[config.mk]
export PLATFORM = sky130hd
export DESIGN_NAME = piso_rr_arb_flat
export DESIGN_NICKNAME = d
export VERILOG_FILES = /design/src/rtl/piso_rr_arb_pkg.sv /design/src/rtl/piso_rr_arb_if.sv /design/src/rtl/piso_rr_arb_rr_pick.sv /design/src/rtl/piso_rr_arb.sv /design/src/flat_wrapper.sv
export SDC_FILE = /design/constraint.sdc
export NUM_CORES = 1
export LEC_CHECK = 0
export BUFFER_PORTS_ARGS = -buffer_cell sky130_fd_sc_hd__buf_2
export CAP_MARGIN = 20
export CELL_PAD_IN_SITES_DETAIL_PLACEMENT = 1
export CELL_PAD_IN_SITES_GLOBAL_PLACEMENT = 1
export CORE_AREA = 2 2 139 141
export DETAILED_ROUTE_END_ITERATION = 10
export DIE_AREA = 0 0 141 143
export PLACE_DENSITY_LB_ADDON = 0.1
export SLEW_MARGIN = 0
export SYNTH_ARGS = -nofsm -noshare
export SYNTH_HDL_FRONTEND = slang
export SYNTH_SLANG_ARGS = --single-unit
[constraint.sdc]
create_clock -name CLK -period 4.5 [get_ports CLK]
set_input_delay 0.675 -clock CLK [delete_from_list [all_inputs] [get_ports CLK]]
set_output_delay 0.675 -clock CLK [all_outputs]
set_load 0.01 [all_outputs]
[src/rtl/piso_rr_arb_pkg.sv]
// Shared types and helpers for the packet round-robin arbiter feeding the PISO.
package piso_rr_arb_pkg;

    typedef enum logic {
        IDLE = 1'b0,
        LOCK = 1'b1
    } arb_state_e;

    function automatic int unsigned clog2_f(input int unsigned n);
        int unsigned r;
        r = 0;
        while ((32'd1 << r) < n) r = r + 1;
        return r;
    endfunction

endpackage

[src/rtl/piso_rr_arb_if.sv]
// Requester-side and PISO-side handshake bundle of piso_rr_arb.
interface piso_rr_arb_if #(
    parameter int unsigned NUM_REQ    = 4,
    parameter int unsigned DATA_WIDTH = 64,
    parameter int unsigned IDX_WIDTH  = 2,
    parameter int unsigned CNT_WIDTH  = 16
);

    logic [NUM_REQ-1:0]            CFG_MASK;
    logic [NUM_REQ-1:0]            REQ_VLD;
    logic [NUM_REQ-1:0]            REQ_LAST;
    logic [NUM_REQ*DATA_WIDTH-1:0] REQ_DAT;
    logic [NUM_REQ-1:0]            REQ_RDY;
    logic                          OUT_VLD;
    logic                          OUT_LAST;
    logic [DATA_WIDTH-1:0]         OUT_DAT;
    logic [IDX_WIDTH-1:0]          OUT_IDX;
    logic                          OUT_RDY;
    logic                          BUSY;
    logic                          PKT_DONE;
    logic [IDX_WIDTH-1:0]          PKT_IDX;
    logic [CNT_WIDTH-1:0]          PKT_BEATS;

    modport slave (
        input  CFG_MASK, REQ_VLD, REQ_LAST, REQ_DAT, OUT_RDY,
        output REQ_RDY, OUT_VLD, OUT_LAST, OUT_DAT, OUT_IDX,
               BUSY, PKT_DONE, PKT_IDX, PKT_BEATS
    );

    modport master (
        output CFG_MASK, REQ_VLD, REQ_LAST, REQ_DAT, OUT_RDY,
        input  REQ_RDY, OUT_VLD, OUT_LAST, OUT_DAT, OUT_IDX,
               BUSY, PKT_DONE, PKT_IDX, PKT_BEATS
    );

endinterface

[src/rtl/piso_rr_arb_rr_pick.sv]
// Combinational round-robin pick: first set request bit after ptr, wrapping modulo NUM_REQ.
module rr_pick
    import piso_rr_arb_pkg::*;
#(
    parameter int unsigned NUM_REQ   = 4,
    parameter int unsigned IDX_WIDTH = clog2_f(NUM_REQ)
) (
    input  logic [NUM_REQ-1:0]   req,
    input  logic [IDX_WIDTH-1:0] ptr,
    output logic [IDX_WIDTH-1:0] idx,
    output logic                 found
);

    logic [IDX_WIDTH-1:0] pos;

    always_comb begin
        idx   = '0;
        found = 1'b0;
        pos   = '0;
        for (int unsigned i = 1; i <= NUM_REQ; i++) begin
            pos = IDX_WIDTH'((32'(ptr) + i) % NUM_REQ);
            if (!found && req[pos]) begin
                found = 1'b1;
                idx   = pos;
            end
        end
    end

endmodule

[src/rtl/piso_rr_arb.sv]
// Packet-level round-robin arbiter: locks one requester per packet and forwards it to the PISO.
module piso_rr_arb
    import piso_rr_arb_pkg::*;
#(
    parameter int unsigned NUM_REQ    = 4,
    parameter int unsigned DATA_WIDTH = 64,
    parameter int unsigned IDX_WIDTH  = 2,
    parameter int unsigned CNT_WIDTH  = 16
) (
    input  logic          CLK,
    input  logic          RST,
    piso_rr_arb_if.slave  bus
);

    if (NUM_REQ < 2) begin : g_bad_num_req
        $error("piso_rr_arb: NUM_REQ must be at least 2");
    end
    if (IDX_WIDTH != clog2_f(NUM_REQ)) begin : g_bad_idx_width
        $error("piso_rr_arb: IDX_WIDTH must equal clog2(NUM_REQ)");
    end

    arb_state_e             state_q, state_d;
    logic [IDX_WIDTH-1:0]   grant_q, grant_d;
    logic [IDX_WIDTH-1:0]   ptr_q, ptr_d;
    logic [CNT_WIDTH-1:0]   beat_cnt_q, beat_cnt_d;
    logic                   pkt_done_q, pkt_done_d;
    logic [IDX_WIDTH-1:0]   pkt_idx_q, pkt_idx_d;
    logic [CNT_WIDTH-1:0]   pkt_beats_q, pkt_beats_d;

    logic [NUM_REQ-1:0]     cand;
    logic [IDX_WIDTH-1:0]   win_idx;
    logic                   win_found;
    logic                   locked;
    logic                   sel_vld;
    logic                   sel_last;
    logic [DATA_WIDTH-1:0]  sel_dat;
    logic [NUM_REQ-1:0]     rdy_vec;
    logic                   hs;
    logic [CNT_WIDTH-1:0]   beat_inc;

    // Mask is only consulted here, so clearing it mid-packet cannot abort the lock.
    assign cand = bus.REQ_VLD & bus.CFG_MASK;

    rr_pick #(
        .NUM_REQ   (NUM_REQ),
        .IDX_WIDTH (IDX_WIDTH)
    ) u_pick (
        .req   (cand),
        .ptr   (ptr_q),
        .idx   (win_idx),
        .found (win_found)
    );

    always_comb begin
        locked   = (state_q == LOCK);
        sel_vld  = 1'b0;
        sel_last = 1'b0;
        sel_dat  = '0;
        rdy_vec  = '0;
        for (int unsigned i = 0; i < NUM_REQ; i++) begin
            if (grant_q == IDX_WIDTH'(i)) begin
                sel_vld    = bus.REQ_VLD[i];
                sel_last   = bus.REQ_LAST[i];
                sel_dat    = bus.REQ_DAT[i*DATA_WIDTH +: DATA_WIDTH];
                rdy_vec[i] = locked & bus.OUT_RDY;
            end
        end
        hs       = locked & sel_vld & bus.OUT_RDY;
        beat_inc = (&beat_cnt_q) ? beat_cnt_q : beat_cnt_q + 1'b1;
    end

    assign bus.REQ_RDY   = rdy_vec;
    assign bus.OUT_VLD   = locked & sel_vld;
    assign bus.OUT_LAST  = locked & sel_last;
    assign bus.OUT_DAT   = locked ? sel_dat : '0;
    assign bus.OUT_IDX   = locked ? grant_q : '0;
    assign bus.BUSY      = locked;
    assign bus.PKT_DONE  = pkt_done_q;
    assign bus.PKT_IDX   = pkt_idx_q;
    assign bus.PKT_BEATS = pkt_beats_q;

    always_comb begin
        state_d     = state_q;
        grant_d     = grant_q;
        ptr_d       = ptr_q;
        beat_cnt_d  = beat_cnt_q;
        pkt_done_d  = 1'b0;
        pkt_idx_d   = pkt_idx_q;
        pkt_beats_d = pkt_beats_q;
        case (state_q)
            IDLE: begin
                if (win_found) begin
                    grant_d    = win_idx;
                    state_d    = LOCK;
                    beat_cnt_d = '0;
                end
            end
            LOCK: begin
                if (hs) begin
                    beat_cnt_d = beat_inc;
                    if (sel_last) begin
                        state_d     = IDLE;
                        ptr_d       = grant_q;
                        pkt_done_d  = 1'b1;
                        pkt_idx_d   = grant_q;
                        pkt_beats_d = beat_inc;
                    end
                end
            end
            default: state_d = IDLE;
        endcase
    end

    always_ff @(posedge CLK) begin
        if (RST) begin
            state_q     <= IDLE;
            grant_q     <= '0;
            ptr_q       <= IDX_WIDTH'(NUM_REQ - 1);
            beat_cnt_q  <= '0;
            pkt_done_q  <= 1'b0;
            pkt_idx_q   <= '0;
            pkt_beats_q <= '0;
        end else begin
            state_q     <= state_d;
            grant_q     <= grant_d;
            ptr_q       <= ptr_d;
            beat_cnt_q  <= beat_cnt_d;
            pkt_done_q  <= pkt_done_d;
            pkt_idx_q   <= pkt_idx_d;
            pkt_beats_q <= pkt_beats_d;
        end
    end

endmodule

[src/flat_wrapper.sv]
// flat-port wrapper written by rule: the top's interface ports become plain ports
module piso_rr_arb_flat import piso_rr_arb_pkg::*;
#(
    parameter int unsigned NUM_REQ    = 4,
    parameter int unsigned DATA_WIDTH = 64,
    parameter int unsigned IDX_WIDTH  = 2,
    parameter int unsigned CNT_WIDTH  = 16
)
  (CLK, RST, bus_CFG_MASK, bus_REQ_VLD, bus_REQ_LAST, bus_REQ_DAT, bus_OUT_RDY, bus_REQ_RDY, bus_OUT_VLD, bus_OUT_LAST, bus_OUT_DAT, bus_OUT_IDX, bus_BUSY, bus_PKT_DONE, bus_PKT_IDX, bus_PKT_BEATS);
  piso_rr_arb_if #(.NUM_REQ(NUM_REQ), .DATA_WIDTH(DATA_WIDTH), .IDX_WIDTH(IDX_WIDTH), .CNT_WIDTH(CNT_WIDTH)) bus_i ();
  input  logic CLK;
  input  logic RST;
  input wire logic [$bits(bus_i.CFG_MASK)-1:0] bus_CFG_MASK;
  input wire logic [$bits(bus_i.REQ_VLD)-1:0] bus_REQ_VLD;
  input wire logic [$bits(bus_i.REQ_LAST)-1:0] bus_REQ_LAST;
  input wire logic [$bits(bus_i.REQ_DAT)-1:0] bus_REQ_DAT;
  input wire logic [$bits(bus_i.OUT_RDY)-1:0] bus_OUT_RDY;
  output wire logic [$bits(bus_i.REQ_RDY)-1:0] bus_REQ_RDY;
  output wire logic [$bits(bus_i.OUT_VLD)-1:0] bus_OUT_VLD;
  output wire logic [$bits(bus_i.OUT_LAST)-1:0] bus_OUT_LAST;
  output wire logic [$bits(bus_i.OUT_DAT)-1:0] bus_OUT_DAT;
  output wire logic [$bits(bus_i.OUT_IDX)-1:0] bus_OUT_IDX;
  output wire logic [$bits(bus_i.BUSY)-1:0] bus_BUSY;
  output wire logic [$bits(bus_i.PKT_DONE)-1:0] bus_PKT_DONE;
  output wire logic [$bits(bus_i.PKT_IDX)-1:0] bus_PKT_IDX;
  output wire logic [$bits(bus_i.PKT_BEATS)-1:0] bus_PKT_BEATS;
  assign bus_i.CFG_MASK = bus_CFG_MASK;
  assign bus_i.REQ_VLD = bus_REQ_VLD;
  assign bus_i.REQ_LAST = bus_REQ_LAST;
  assign bus_i.REQ_DAT = bus_REQ_DAT;
  assign bus_i.OUT_RDY = bus_OUT_RDY;
  assign bus_REQ_RDY = bus_i.REQ_RDY;
  assign bus_OUT_VLD = bus_i.OUT_VLD;
  assign bus_OUT_LAST = bus_i.OUT_LAST;
  assign bus_OUT_DAT = bus_i.OUT_DAT;
  assign bus_OUT_IDX = bus_i.OUT_IDX;
  assign bus_BUSY = bus_i.BUSY;
  assign bus_PKT_DONE = bus_i.PKT_DONE;
  assign bus_PKT_IDX = bus_i.PKT_IDX;
  assign bus_PKT_BEATS = bus_i.PKT_BEATS;
  piso_rr_arb #(.NUM_REQ(NUM_REQ), .DATA_WIDTH(DATA_WIDTH), .IDX_WIDTH(IDX_WIDTH), .CNT_WIDTH(CNT_WIDTH)) u_core (.CLK(CLK), .RST(RST), .bus(bus_i));
endmodule
# Word level (Yosys, flattened, before mapping)
# Cells that the tools add are included.
# op_classes
addsub	5
n_lt_le_gt_ge	4
n_eq_ne	5
n_mux	43
bitwise	7
n_reduce_logical	12
# ops
op	count
64-bit 2-to-1 mux	5
16-bit 2-to-1 mux	3
16-bit one-hot mux with 2 select lines	1
1-bit 2-to-1 mux	24
16-bit by 1-bit adder with 16-bit output (second input constant)	1
16-bit AND reduction	1
2-bit by 3-bit less-than comparator with 1-bit output (second input constant)	4
2-bit 2-to-1 mux	5
1-bit binary-select mux with 2-bit select	4
2-bit by 1-bit adder with 2-bit output (second input constant)	2
2-bit adder (second input constant)	2
1-bit AND	4
4-bit AND	1
2-bit == test (second input constant)	2
2-bit != test (second input constant)	2
2-bit AND reduction	2
1-bit logical AND	3
1-bit logical NOT	3
3-bit AND reduction	1
3-bit OR reduction	1
2-bit by 1-bit == test with 1-bit output (second input constant)	1
2-bit logical NOT	1
1-bit NOT	2
1-bit one-hot mux with 2 select lines	1
# totals
reg_bits	40
output_inout_bits	92
wordCells	83

# Longest topological paths before layout
# Gate-level depths: netlist (run 1).
# depth
ltp_word	15
depth_mapped	8
depth_no_buf	6

# Modules after synthesis
# Synthesis (run 1) repeated with hierarchy kept, for this count alone.
# unflattened
hier_cells	428
area_unflattened_um2	4329.2
# by_module_without_submodules
module	n_inst	cells_per_inst	area_each_um2	seq_area_each_um2
piso_rr_arb	1	414	4237.8	800.8
rr_pick	1	14	91.3	0.0

# Worst setup path after synthesis (run 1)
# Ideal clock, no wire load.
# synth_path
kind	flip-flop to output port
start	register u_core.grant_q[0]
end	output bus_OUT_DAT[59]
arrival_time_ns	1.575
slack_ns	2.250
stages_incl_launch_ff	5
n_path_buf	2
cell_sequence	dfxtp_1 -> buf_4 -> clkbuf_1 -> mux4_2 -> and2_1
# synth_via
elab_chain_cells	6
# synth_lines
item	line_no	text
start: declaration	piso_rr_arb.sv:23	logic [IDX_WIDTH-1:0] grant_q, grant_d;
start signal: assignment	piso_rr_arb.sv:125	grant_q <= grant_d;
2-bit logical NOT	piso_rr_arb.sv:61	if (grant_q == IDX_WIDTH'(i)) begin
64-bit 2-to-1 mux (3 in a row)	piso_rr_arb.sv:61	
64-bit 2-to-1 mux (*)	piso_rr_arb.sv:61	
64-bit 2-to-1 mux (*)	piso_rr_arb.sv:75	assign bus.OUT_DAT = locked ? sel_dat : '0;
end: declaration	flat_wrapper.sv:21	output wire logic [$bits(bus_i.OUT_DAT)-1:0] bus_OUT_DAT;
# Every way passes the cells marked *; elsewhere a longest branch is shown, timed or not.

# Final worst setup path (run 1)
# layout_path
start	register u_core.grant_q[0]
end	output bus_OUT_DAT[11]
# The elaborated chain is that of the path after synthesis.

==> metrics, run 1 <==
sequential power share 0.294; CTS Hold Bufs 0; most common cell after layout, fill and taps aside buf_2; power share of the clock group 0.292; via count 4912; Async S/R FF share, synth 0; die area 20160 sq um; sequential share of the synthesized area 0.1972; Post-Syn Instances 412; Setup CP Type flip-flop to output port; Slew @ Worst Pin 1026 ps; # Post-CTS Setup Buffers 0; average routed wire per standard cell 25.07 microns; Final Hold Fails 0; final setup TNS 0 ps; NetSw 456.9 uW; share of cells above drive strength 1 0.6011; CTS resizes 0; Congestion Overflow GR 0; LEAKAGE 0.002827 uW; TritonCTS Sinks 40; Max Buffers Root-to-Sink 2; largest family of logic cells by synthesized area multiplexers; Synth Area in XOR/XNOR 0.01294; Util after Layout 0.3349; crit-path max FO 42; Die H 143 microns; Placer Congestion 0.9720; Placeable Area 18580 sq um; TritonCTS clock tree done; vias in the first global route 5086; Max Cap Violations 0; PortBufs 362; CTS root buf clkbuf_16; worst clock skew 6.887 ps; placed wire-length estimate 21180 microns; startpoint types flip-flop; Worst setup EP type output port; DRT iter0 DRCs 309; final count of negative-setup-slack endpoints 0; Post-Syn Area per Cell 9.858 sq um; mux contribution to synthesized area 0.3835; arrival time at the worst endpoint 2440 ps; Horiz. Die Dim 141 microns; Main synth FF type dfxtp_1; Detail Route Antenna Nets 0; Net Sw Frac 0.3231; Logic pwr share 0.414; Initial Util 0.2186; simple-gate share of the synthesized area 0.2357; # rows 50; hold crit path type flip-flop to flip-flop; Max Slew Vio Count 0; H-Tree Depth 2; Final period util 0.6933; syn nets 684; global-route wire length before repair 34520 microns; post-synthesis sequential element count 40; I/O pins 363; Worst slew margin 0.3158; status completed; EDFF count, synth 0; # DRC 0; pwr dens 227.2 nW/um^2; clock slew at reported path FFs 70 ps; unrepaired setup endpoints after global routing false; Routed WL 24800 microns; Cell Area, Synth 4061 sq um; Area Overhead vs Synth 53.23%; Tmin final 3120 ps; Internal 957.4 uW; vias per cell 4.967; FMAX 0.3205 GHz; Total GRT Usage 0.2357; yosys warns 0; count of different cell masters after synthesis 49; first drt pass iteration count 4; total CTS buffers 5; initial antenna violation count 9; largest net degree at the start of global routing 72; Clk Latency, worst-skew pair 280 ps; maximum VDD drop 145.5 uV; Req. time, crit path 3830 ps; nets 1018; most frequent cells in the layout 362 x buf_2, 74 x and2_1, 66 x mux4_2, 37 x dfxtp_1, 32 x nand2_1; Post-Synth Adder-Cell Area 0.003081; post-synthesis compound-gate area fraction 0.1201
## worst paths after layout
check	cells past startpoint	end	slack (ps)	from
worst max-delay path	4	bus_OUT_DAT[11]	1380	u_core.grant_q[0]
worst min-delay path	2	u_core.bus.PKT_BEATS[0]	460	u_core.bus.PKT_BEATS[0]
worst max register to register	6	u_core.bus.PKT_BEATS[1]	1430	u_core.grant_q[1]
worst min register to register	2	u_core.bus.PKT_BEATS[0]	460	u_core.bus.PKT_BEATS[0]
## layer usage
layer,track usage,routed length (microns),up-vias
li1,-,-,2259
met1,0.3222,10830,2441
met2,0.3741,11760,194
met3,0.06036,1902,18
met4,0.05789,309,0
met5,0,0,-
## per-stage QoR
| stage | std cells | area (sq um) | hold slack, ps | power, uW | setup WS, ps |
|---|---|---|---|---|---|
| after floorplan | 412 | 4061 | 472.5 | 738.0 | 2250 |
| after global placement | 973 | 6036 | 447.4 | 1004 | 1514 |
| after detailed placement | 973 | 6036 | 449.4 | 1014 | 1377 |
| after CTS | 981 | 6203 | 458.7 | 1429 | 1313 |
| after global routing | 988 | 6221 | 484.2 | 1490 | 1155 |
| final | 989 | 6223 | 456.4 | 1414 | 1380 |
## power by group through the flow
| stage | clock (uW) | combinational, uW | sequential [uW] |
|---|---|---|---|
| floorplan | 0 | 360 | 378 |
| global placement | 0 | 579 | 425 |
| detailed placement | 0 | 587 | 427 |
| CTS | 421 | 589 | 419 |
| global route | 436 | 630 | 424 |
| finish | 413 | 585 | 416 |
## worst max-delay path: stages, from the launching register on
cell	delay [ps]
dfxtp_4	860
buf_12	340
mux4_2	570
and2_1	200
buf_2	150
## flip-flops by register name, indices dropped and copies added (netlist names)
name	flops
u_core.grant_q	2
u_core.bus.PKT_DONE	1
u_core.ptr_q	2
u_core.beat_cnt_q	16
u_core.bus.BUSY	1
u_core.bus.PKT_IDX	2
u_core.bus.PKT_BEATS	16
## synth_stat cells, types with 2 or more instances
| master | instances | area [sq um] |
|---|---|---|
| a211oi_1 | 6 | 45.04 |
| a21boi_0 | 2 | 15.01 |
| a21oi_1 | 31 | 155.2 |
| a22oi_1 | 4 | 30.03 |
| a311oi_1 | 2 | 17.52 |
| a31oi_1 | 4 | 25.02 |
| a41oi_1 | 2 | 17.52 |
| and2_1 | 74 | 462.9 |
| and3_1 | 3 | 18.77 |
| and4_1 | 4 | 35.03 |
| buf_2 | 16 | 80.08 |
| buf_4 | 4 | 30.03 |
| clkbuf_1 | 18 | 67.56 |
| dfxtp_1 | 40 | 800.8 |
| inv_1 | 3 | 11.26 |
| mux2i_1 | 6 | 60.06 |
| mux4_2 | 66 | 1486 |
| nand2_1 | 32 | 120.1 |
| nand2b_1 | 4 | 25.02 |
| nand3_1 | 13 | 65.06 |
| nand3b_1 | 2 | 15.01 |
| nand4_1 | 4 | 25.02 |
| nor2_1 | 24 | 90.09 |
| nor3_1 | 4 | 20.02 |
| nor4_1 | 2 | 12.51 |
| o211ai_1 | 5 | 37.54 |
| o21ai_0 | 10 | 50.05 |
| o31ai_1 | 2 | 15.01 |
| xor2_1 | 5 | 43.79 |
## kinds of logic (layout without fill, tap and decap cells)
family          after synthesis  count (layout)
xor+xnor                      6               6
flops                        40              40
other cells                   0               8
simple gates                173             173
mux                          73              73
compound gates               77              77
fa+ha+maj                     1               1
buf+inv                      42             377
## layout make-up
| type | instances | area, sq um |
|---|---|---|
| inverters | 3 | 11.26 |
| fillers | 2270 | 12360 |
| clock inverters | 3 | 42.54 |
| repair buffers | 366 | 1854 |
| diodes | 8 | 20.02 |
| well taps | 234 | 292.8 |
| multi-input cells | 330 | 3068 |
| clock buffers | 5 | 125.1 |
| flip-flops and latches | 40 | 809.5 |
Note: power is estimated with default switching activity, not from simulation.
==> run 2, diff against run 1 <==
--- a/config.mk
+++ b/config.mk
@@ -9,9 +9,9 @@
 export CAP_MARGIN = 20
 export CELL_PAD_IN_SITES_DETAIL_PLACEMENT = 1
 export CELL_PAD_IN_SITES_GLOBAL_PLACEMENT = 1
-export CORE_AREA = 2 2 139 141
+export CORE_AREA = 2 2 142 144
 export DETAILED_ROUTE_END_ITERATION = 10
-export DIE_AREA = 0 0 141 143
+export DIE_AREA = 0 0 144 146
 export PLACE_DENSITY_LB_ADDON = 0.1
 export SLEW_MARGIN = 0
 export SYNTH_ARGS = -nofsm -noshare
==> constraint.sdc (replaced) <==
create_clock -name CLK -period 2.6 [get_ports CLK]
set_input_delay 0.39 -clock CLK [delete_from_list [all_inputs] [get_ports CLK]]
set_output_delay 0.39 -clock CLK [all_outputs]
set_load 0.01 [all_outputs]
==> metrics, run 2 (synthesis gave the netlist of run 1 again) <==
status completed; Placer Congestion 0.9131 (-6.1%); total CTS buffers 5 (unchanged); CP peak stage delay 530 ps (-330 ps); Final Hold Fails 0 (unchanged); I/O pins 363 (unchanged); Req. time, crit path 2210 ps (-1620 ps); Tmin final 2355 ps; Area Overhead vs Synth 56.87%; TritonCTS Sinks 40 (unchanged); # rows 51 (+2.0%); die area 21020 sq um (+4.3%); busiest grt layer met2; fillers 2381 (+4.9%); largest net degree at the start of global routing 73 (+1.4%); most frequent cells in the layout 362 x buf_2, 74 x and2_1, 66 x mux4_2, 37 x dfxtp_1, 32 x nand2_1; # DRC 0 (unchanged); arrival time at the worst endpoint 1960 ps (-480 ps); final count of negative-setup-slack endpoints 0 (unchanged); final setup TNS 0 ps (unchanged); crit-path max FO 16 (-62%); Worst slew margin 0.5855 (+0.2697); final worst slack 245.2 ps (-1135 ps); clock slew at reported path FFs 60 ps (about the same); most common cell after layout, fill and taps aside buf_2; grt met3 use 0.09246 (+0.03210); CTS root buf clkbuf_16; initial antenna violation count 30 (+21); Die H 146 microns (+2.1%); Setup CP Type flip-flop to output port; LEAKAGE 0.002876 uW (+1.7%); Total GRT Usage 0.2154 (-0.02036); placed wire-length estimate 20340 microns (-4.0%); Clk Latency, worst-skew pair 280 ps (about the same); H-Tree Depth 2 (unchanged); Worst setup EP type output port; Max Slew Vio Count 0 (unchanged); FMAX 0.4247 GHz; average routed wire per standard cell 22.70 microns (-9.5%); unrepaired setup endpoints after global routing false; Initial Util 0.2101 (-0.008530); CP cell instances buf_4, mux4_2, and2_1, buf_2; hold crit path type flip-flop to flip-flop; Placed Area 6155 sq um (+2.0%); DRT iter0 DRCs 244 (-21%); Routed WL 23770 microns (-4.1%); Max Cap Violations 0 (unchanged); Post-Place Cells 1013 (+4.1%); slowest CP cell mux4_2; pwr dens 367.8 nW/um^2 (+62%); Horiz. Die Dim 144 microns (+2.1%); first drt pass iteration count 4 (unchanged); nets 1028 (+0.98%); Detail Route Antenna Nets 0 (unchanged); Placeable Area 19330 sq um (+4.1%); Final period util 0.9057; # Post-CTS Setup Buffers 0 (unchanged); startpoint types flip-flop; final instance area 6371 sq um (+2.4%); worst clock skew 5.031 ps (-1.856 ps); share of cells above drive strength 1 0.6063 (+0.005270); PortBufs 362 (unchanged); CTS Hold Bufs 0 (unchanged); vias per cell 4.759 (-4.2%); Congestion Overflow GR 0 (unchanged); global-route wire length before repair 34000 microns (-1.5%); CTS resizes 0 (unchanged); Cell Count, Final, Fillers Out 1047 (+5.9%); TritonCTS clock tree done; Slew @ Worst Pin 621.8 ps (-404.5 ps); global-route met1 utilization 0.2477 (-0.07448); via count 4983 (+1.4%); met2 Use GR 0.3581 (-0.01597); Max Buffers Root-to-Sink 2 (unchanged); vias in the first global route 5357 (+5.3%); maximum VDD drop 337.3 uV (+130%); post-place setup slack 304.6 ps (-1072 ps)
## run 2: worst max-delay path, delay by kind of cell, from the launching register on
kind / cells / cell delay, ps
DFF: 1 / 450
and+or+nand+nor: 1 / 210
muxes: 1 / 530
buffers and inverters: 2 / 490
## run 2: where the power goes
group	internal (uW)	switching (uW)	leakage (uW)	total [uW]
Combinational	588	467	0.00247	1050
Clock	379	251	0.0000768	629
Sequential	629	31.3	0.000325	660
Total	1590	748	0.00288	2340
## run 2: final cells by class
type,count,area [sq um],share of cell area
clock inverters,2,10.01,0.001571
inverters,3,11.26,0.001767
clock buffers,6,138.9,0.02180
multi-input cells,330,3068,0.4815
diodes,25,62.56,0.009819
repair buffers,376,1939,0.3044
flip-flops and latches,40,809.5,0.1271
well taps,265,331.6,0.05204
## run 2: per-stage QoR
step,hold WS [ps],util,total power (uW)
final,451.3,0.3295,2343
after global routing,482.8,0.3281,2484
after CTS,457.2,0.3260,2378
after detailed placement,449.3,0.3183,1742
after global placement,439.4,0.3183,1719
after floorplan,472.5,-,1277
## run 2: worst paths after layout
check | end | depth (start not counted) | slack [ps] | from
max | bus_OUT_DAT[54] | 4 | 250 | u_core.grant_q[0]
min | u_core.bus.PKT_BEATS[5] | 2 | 450 | u_core.bus.PKT_BEATS[5]
max reg2reg | u_core.beat_cnt_q[10] | 6 | 570 | u_core.grant_q[1]
min reg2reg | u_core.bus.PKT_BEATS[5] | 2 | 450 | u_core.bus.PKT_BEATS[5]
## run 2: metal layers
| metal | part of all wire | wire (microns) | vias up |
|---|---|---|---|
| met4 | 0.017 | 403 | 10 |
| met2 | 0.50 | 11840 | 214 |
| met3 | 0.10 | 2461 | 32 |
| li1 | - | - | 2306 |
| met5 | 0.0028 | 67 | - |
| met1 | 0.38 | 9000 | 2421 |
